[config.mk]
export PLATFORM = sky130hd
export DESIGN_NAME = rom_loader
export DESIGN_NICKNAME = d
export VERILOG_FILES = /design/src/rtl/rom_loader.sv
export SDC_FILE = /design/constraint.sdc
export NUM_CORES = 1
export LEC_CHECK = 0
export BUFFER_PORTS_ARGS = -buffer_cell sky130_fd_sc_hd__buf_2
export CAP_MARGIN = 10
export CORE_ASPECT_RATIO = 0.7
export CORE_MARGIN = 2
export CORE_UTILIZATION = 60
export CTS_CLUSTER_SIZE = 12
export DETAILED_ROUTE_END_ITERATION = 10
export PLACE_DENSITY = 0.86
export SLEW_MARGIN = 10
export SYNTH_ARGS = -nofsm -noshare
export SYNTH_HDL_FRONTEND = slang
export SYNTH_SLANG_ARGS = --single-unit
[constraint.sdc]
create_clock -name clk_i -period 3.9 [get_ports clk_i]
set_input_delay 0.39 -clock clk_i [delete_from_list [all_inputs] [get_ports clk_i]]
set_output_delay 0.39 -clock clk_i [all_outputs]
set_load 0.02 [all_outputs]
[src/rtl/rom_loader.sv]
// rom_loader: copies flash image regions (MegaROM, Nextor, FM) into RAM one byte at a time.
// The MegaROM region exists only when ROM_LOADER_MEGAROM_EN is defined.
module rom_loader #(
`ifdef ROM_LOADER_MEGAROM_EN
    parameter logic [23:0] MEGAROM_SRC = 24'h20_0000,
    parameter logic [23:0] MEGAROM_DST = 24'h40_0000,
    parameter logic [23:0] MEGAROM_LEN = 24'h20_0000,
`endif
    parameter logic [23:0] NEXTOR_SRC = 24'h10_0000,
    parameter logic [23:0] NEXTOR_DST = 24'h7B_0000,
    parameter logic [23:0] NEXTOR_LEN = 24'h02_0000,
    parameter logic [23:0] FM_SRC     = 24'h12_0000,
    parameter logic [23:0] FM_DST     = 24'h7D_0000,
    parameter logic [23:0] FM_LEN     = 24'h00_4000
) (
    input  logic        clk_i,
    input  logic        reset_i,
    input  logic        start_i,
    output logic        flash_req_o,
    output logic [23:0] flash_addr_o,
    input  logic        flash_ack_i,
    input  logic [7:0]  flash_rdata_i,
    output logic        ram_wreq_o,
    output logic [23:0] ram_addr_o,
    output logic [7:0]  ram_wdata_o,
    input  logic        ram_ack_i,
    output logic        busy_o,
    output logic        done_o,
    output logic [1:0]  region_o
);
    typedef enum logic [2:0] {IDLE, SETUP, RD, WR, FINISH} state_t;

`ifdef ROM_LOADER_MEGAROM_EN
    localparam logic [1:0] FIRST_REGION = 2'd0;
`else
    localparam logic [1:0] FIRST_REGION = 2'd1;
`endif

    state_t      state_q, state_d;
    logic [1:0]  region_q, region_d;
    logic [23:0] src_q, src_d, dst_q, dst_d, cnt_q, cnt_d;
    logic [7:0]  data_q, data_d;
    logic        done_q, done_d;
    logic        advance;
    logic [23:0] reg_src, reg_dst, reg_len;

`ifdef ROM_LOADER_MEGAROM_EN
    assign reg_src = region_q == 2'd0 ? MEGAROM_SRC : region_q == 2'd1 ? NEXTOR_SRC : FM_SRC;
    assign reg_dst = region_q == 2'd0 ? MEGAROM_DST : region_q == 2'd1 ? NEXTOR_DST : FM_DST;
    assign reg_len = region_q == 2'd0 ? MEGAROM_LEN : region_q == 2'd1 ? NEXTOR_LEN : FM_LEN;
`else
    assign reg_src = region_q == 2'd1 ? NEXTOR_SRC : FM_SRC;
    assign reg_dst = region_q == 2'd1 ? NEXTOR_DST : FM_DST;
    assign reg_len = region_q == 2'd1 ? NEXTOR_LEN : FM_LEN;
`endif

    always_comb begin
        state_d  = state_q;
        region_d = region_q;
        src_d    = src_q;
        dst_d    = dst_q;
        cnt_d    = cnt_q;
        data_d   = data_q;
        done_d   = done_q;
        advance  = 1'b0;
        case (state_q)
            IDLE: if (start_i) begin
                state_d  = SETUP;
                region_d = FIRST_REGION;
                done_d   = 1'b0;
            end
            SETUP: begin
                src_d   = reg_src;
                dst_d   = reg_dst;
                cnt_d   = reg_len;
                advance = reg_len == 24'd0;
                state_d = RD;
            end
            RD: if (flash_ack_i) begin
                data_d  = flash_rdata_i;
                state_d = WR;
            end
            WR: if (ram_ack_i) begin
                src_d   = src_q + 24'd1;
                dst_d   = dst_q + 24'd1;
                cnt_d   = cnt_q - 24'd1;
                advance = cnt_q == 24'd1;
                state_d = RD;
            end
            default: state_d = IDLE;
        endcase
        // Leaving a region: next region's SETUP, or FINISH after FM.
        if (advance) begin
            state_d  = region_q == 2'd2 ? FINISH : SETUP;
            region_d = region_q == 2'd2 ? 2'd3 : region_q + 2'd1;
            done_d   = region_q == 2'd2;
        end
    end

    always_ff @(posedge clk_i) begin
        if (reset_i) begin
            state_q  <= IDLE;
            region_q <= 2'd3;
            src_q    <= 24'd0;
            dst_q    <= 24'd0;
            cnt_q    <= 24'd0;
            data_q   <= 8'd0;
            done_q   <= 1'b0;
        end else begin
            state_q  <= state_d;
            region_q <= region_d;
            src_q    <= src_d;
            dst_q    <= dst_d;
            cnt_q    <= cnt_d;
            data_q   <= data_d;
            done_q   <= done_d;
        end
    end

    assign flash_req_o  = state_q == RD;
    assign flash_addr_o = src_q;
    assign ram_wreq_o   = state_q == WR;
    assign ram_addr_o   = dst_q;
    assign ram_wdata_o  = data_q;
    assign busy_o       = (state_q == SETUP) | (state_q == RD) | (state_q == WR);
    assign done_o       = done_q;
    assign region_o     = region_q;
endmodule

Word level (Yosys, flattened, before mapping)
Index checks and enable logic that the tools add are counted.
Widths: inputs -> output; s select.
Storage, ports and cells
  register bits: 86
  word-level logic and storage cells: 56
Operators by class
  $add $sub $neg: 4
  eq/ne operators: 10
  muxes and demuxes: 24
  bitwise operators: 2
  reductions and logical operators: 9
Operators with widths (count)
  $pmux 24 s2: 3
  $mux 24: 3
  $add 24x1->24 const B: 2
  $mux 18: 2
  $eq 24x1->1 const B: 1
  $logic_not 24->1: 1
  $sub 24x1->24 const B: 1
  $mux 19: 1
  $mux 3: 5
  $pmux 3 s4: 1
  $mux 2: 4
  $eq 3x2->1 const B: 2
  $ne 3x1->1 const B: 2
  $reduce_and 2->1: 3
  $reduce_bool 2->1: 3
  $mux 1: 4
  $eq 3x1->1 const B: 1
  $logic_not 3->1: 1
  $ne 3x3->1 const B: 1
  $reduce_and 3->1: 1
  $add 2x1->2 const B: 1
  $eq 2x1->1 const B: 1
  $eq 2x2->1 const B: 1
  $ne 2x1->1 const B: 1
  other kinds (2): 3

Longest topological paths before layout
  depth in word-level cells: 6
  depth in mapped cells: 6

Worst setup path after synthesis
OpenSTA, ideal clock, no wires.
  path type: register -> register
  start: register state_q[2]
  end: register data_q[3] (netlist: ram_wdata_o[3])
  library setup time: 128 ps
  data arrival time: 1735 ps
  required time: 3772 ps
  path slack: 2037 ps
  stages on the path, launching flop included: 7
  path buffers: 2
  cell sequence: dfxtp_1 -> clkbuf_1 -> nor3b_1 -> and2_1 -> buf_2 -> mux2i_1 -> nor2_1
Between the ends
  word-level cells in the longest chain between the ends: 2
RTL lines
  start: declaration: RTL line 39  | state_t state_q, state_d;
  start signal: assignment: RTL line 110  | state_q <= state_d;
  $eq 3x2->1
  net flash_req_o: RTL line 19  | output logic flash_req_o,
  $reduce_and 2->1 (no source line)
  end signal: assignment: RTL line 115  | data_q <= data_d;
  end: declaration: RTL line 42  | logic [7:0] data_q, data_d;
The timed path passes the listed nets, and every way through them passes these cells.
A chain may end at the register's enable or synchronous reset.

Final worst setup path
  start: register state_q[0]
  end: register src_q[22] (netlist: flash_addr_o[22])
Between the ends
  word-level cells in the longest chain between the ends: 3
  elaborated cells between the ends (all ways): 6
  classes of those cells: 3 x eq/ne; 1 x mux; 2 x reduce/logical
RTL lines
  $eq 3x2->1 or $eq 3x1->1 (tied branches): RTL line 66  | case (state_q)
  $ne 2x1->1 (no source line) or $reduce_bool 2->1 (tied branches)
  $reduce_and 2->1 (no source line)
  end signal: assignment: RTL line 112  | src_q <= src_d;
  end: declaration: RTL line 41  | logic [23:0] src_q, src_d, dst_q, dst_d, cnt_q, cnt_d;
Parallel ways exist; a longest one is shown, timed or not.

==> summary.md <==
| Metric | Value |
|---|---|
| Synth unique cells | `50` |
| Fmax | `371 MHz` |
| Area share of and/or/nand/nor cells after synthesis | `32.6%` |
| Antenna Cells | `0` |
| Final setup fails | `0` |
| Critical Path End Type | `register` |
| Initial antenna violation count | `0` |
| Max Slew Vio Count | `0` |
| Synth top area share | `39.8%` |
| Pleak | `1.86 nW` |
| MaxCap Viol Count | `0` |
| Synthesized-area fraction occupied by xor and xnor cells | `about 2.2%` |
| Unrepaired setup endpoints after global routing | `false` |
| Synth top area cells | `dfxtp_1, a21oi_1, mux2i_1, or4_1, nor2_1` |
| Share of layout cells above drive strength 1 | `between 10% and 20%` |
| CTS Hold Buffers Added | `0` |
| Met1 Use GR | `39.9%` |
| Post-route clock period utilization | `between 60% and 70%` |
| Mux share of post-synthesis cell area | `4.66%` |
| Share of the yosys chip area belonging to registers | `39.8%` |
| Sum Neg Setup Slack | `0 ps` |
| Seq cells post-synth | `86` |
| Slew Limit Headroom | `27.8%` |
| Setup bufs post-CTS | `0` |
| Most frequent cells in the layout | `dfxtp_1, buf_2, nor2_1, a21oi_1, nand2_1` |
| Largest family of logic cells by synthesized area | `simple AND/OR/NAND/NOR gates` |
| Clock Skews | `10.9 ps` |
| Fillers | `531` |
| Run status | `finished clean` |
| H-Tree Depth | `3` |
| YS warnings | `0` |
| Flop-to-flop setup slack | `1210 ps` |
| I/O Pins | `75` |
| Grt total ovfl | `0` |
| Synth area leader | `dfxtp_1` |
| Req. time, crit path | `4190 ps` |
| Adder-Cell Fraction of Synth Area | `approximately 1.7%` |
| Final Hold Vio Count | `0` |
| Core area | `6850 um^2` |
| Bufs on Longest Clock Path | `2` |
| WL per Instance | `~17 um` |
| Worst skew pair latency | `360 ps` |
| Worst-Margin Slew | `1080 ps` |
| Final net count | `roughly 590` |
| Rows | `25` |
| Synthesized cell area | `4330 um^2` |
| GRT Util Overall | `29.3%` |
| DR pass1 iterations | `8` |
| Vias | `between 4k and 5k` |
| Top Usage Layer GRT | `met2` |
| Met2 Track Usage GR | `47.5%` |
| VDD IR max | `276 uV` |
| Min-delay worst type | `input port to register` |
| CTS buffer count | `9` |
| Post-cts resize count | `0` |
| CTS Sinks | `86` |
| Tot Pwr | `about 2.1 mW` |
| Final GP Congestion | `~0.9` |
| Critical path startpoint category | `register` |
| Initial core utilization | `63.2%` |
| Chip width | `105 um` |
| PortBufs | `74` |
| Min cycle time layout | `2690 ps` |
| Final antenna-violating net count | `0` |
| Layout area overhead | `14.1%` |
| Pin count of the biggest net entering global routing | `40` |
| Clock transition at the registers of the reported paths | `roughly 90 ps` |
| Detailed-route DRC error count | `0` |
| Critical-path maximum fanout | `13` |
| Most common cell after layout, fill and taps aside | `dfxtp_1` |
| Die ar. | `7920 um^2` |
| CTS tree | `done` |
| Via/cell ratio | `6.52` |
| Kind of critical path | `register to register` |
| Die H | `75.0 um` |
| Vias in the first global route | `3,811` |
| Syn Area/Cell | `approximately 8.4 um^2` |
| Pwr dens | `425 nW/um^2` |
| Total wire length | `approximately 12,000 um` |
| Initial drt markers | `395` |
| CP Data Arrival Time | `2980 ps` |
| Root buffer cell | `clkbuf_8` |
| Compound-cell area share of the yosys netlist | `15.2%` |
| Met3 usage | `7.19%` |
| First-pass GRT wire length | `18,600 um` |
| Synth Instances | `~510` |
| Net Count, Synth | `533` |
| DP Wirelength | `7940 um` |
==> kinds of logic after synthesis <==
family	after synthesis
compound gates	109
xor+xnor	11
fa+ha+maj	6
buf+inv	42
flops	86
mux	20
simple gates	240
==> critical path: stages, from the launching register on <==
cell,delay [ps]
dfxtp_1,530
nor2b_1,650
nand4_1,580
or4_1,680
a21oi_1,170
==> cell type report <==
cell class                 instances  area (um^2)  area share, %
clock buffer                      10          138           2.79
clock inverter                     6         66.3           1.34
inverter                          15         56.3           1.14
multi-input combinational        386         2440           49.5
sequential                        86         1720           34.9
tap                               94          118           2.38
timing repair buffer              77          393           7.96
==> through the flow <==
step / util (%) / setup WS (ps) / area (um^2) / instances / hold WS (ps)
2_1_floorplan: - / 2040 / 4330 / 514 / 443
3_3_place_gp: 69.1 / 1420 / 4730 / 658 / 453
3_5_place_dp: 69.1 / 1280 / 4730 / 658 / 463
4_1_cts: 72.1 / 1240 / 4940 / 674 / 255
5_1_grt: 72.1 / 991 / 4940 / 674 / 251
6_report: 72.1 / 1210 / 4940 / 674 / 263
==> power breakdown <==
part	switching (mW)	internal [mW]	total, mW
Clock	0.340	0.319	0.659
Combinational	0.282	0.157	0.439
Sequential	0.0696	0.929	0.999
==> path summary, 6_finish.rpt <==
path | depth (start not counted) | end | from
setup / recovery | 4 | flash_addr_o[22] | state_q[0]
hold / removal | 3 | ram_wdata_o[4] | flash_rdata_i[4]
setup reg to reg | 4 | flash_addr_o[22] | state_q[0]
hold reg to reg | 2 | cnt_q[20] | cnt_q[20]
==> sequential cells by signal, indices dropped and copies added, names as in the netlist <==
| register | count |
|---|---|
| state_q | 3 |
| cnt_q | 24 |
| region_o | 2 |
| done_o | 1 |
| flash_addr_o | 24 |
| ram_wdata_o | 8 |
| ram_addr_o | 24 |
==> layer usage <==
metal  share of wire, %  vias up
met5                  0        -
met2                 46      215
met4               0.95        0
met3                9.1       14
met1                 44     2083
li1                   -     2084
==> Yosys cell counts, drive strengths merged <==
library cell,count
xor2,5
nand2,25
a311oi,2
o21a,1
nor3,6
o211ai,1
xnor2,6
o31ai,21
nand2b,5
a21oi,44
and3,8
and2,6
nor4,20
o311ai,1
and4b,1
nor2b,3
a41oi,1
or4b,2
buf,8
mux2,1
or3,23
nand3b,4
o31a,3
nand4,24
a211oi,1
o221a,1
nor2,47
inv,15
clkbuf,19
o41ai,2
nand4b,4
ha,6
nor3b,3
o22ai,1
nor4b,3
nand3,21
dfxtp,86
o21ai,21
and4,11
or4,24
mux2i,19
a31oi,8
a22oi,1
No activity file was read; power rests on OpenSTA's default activity.
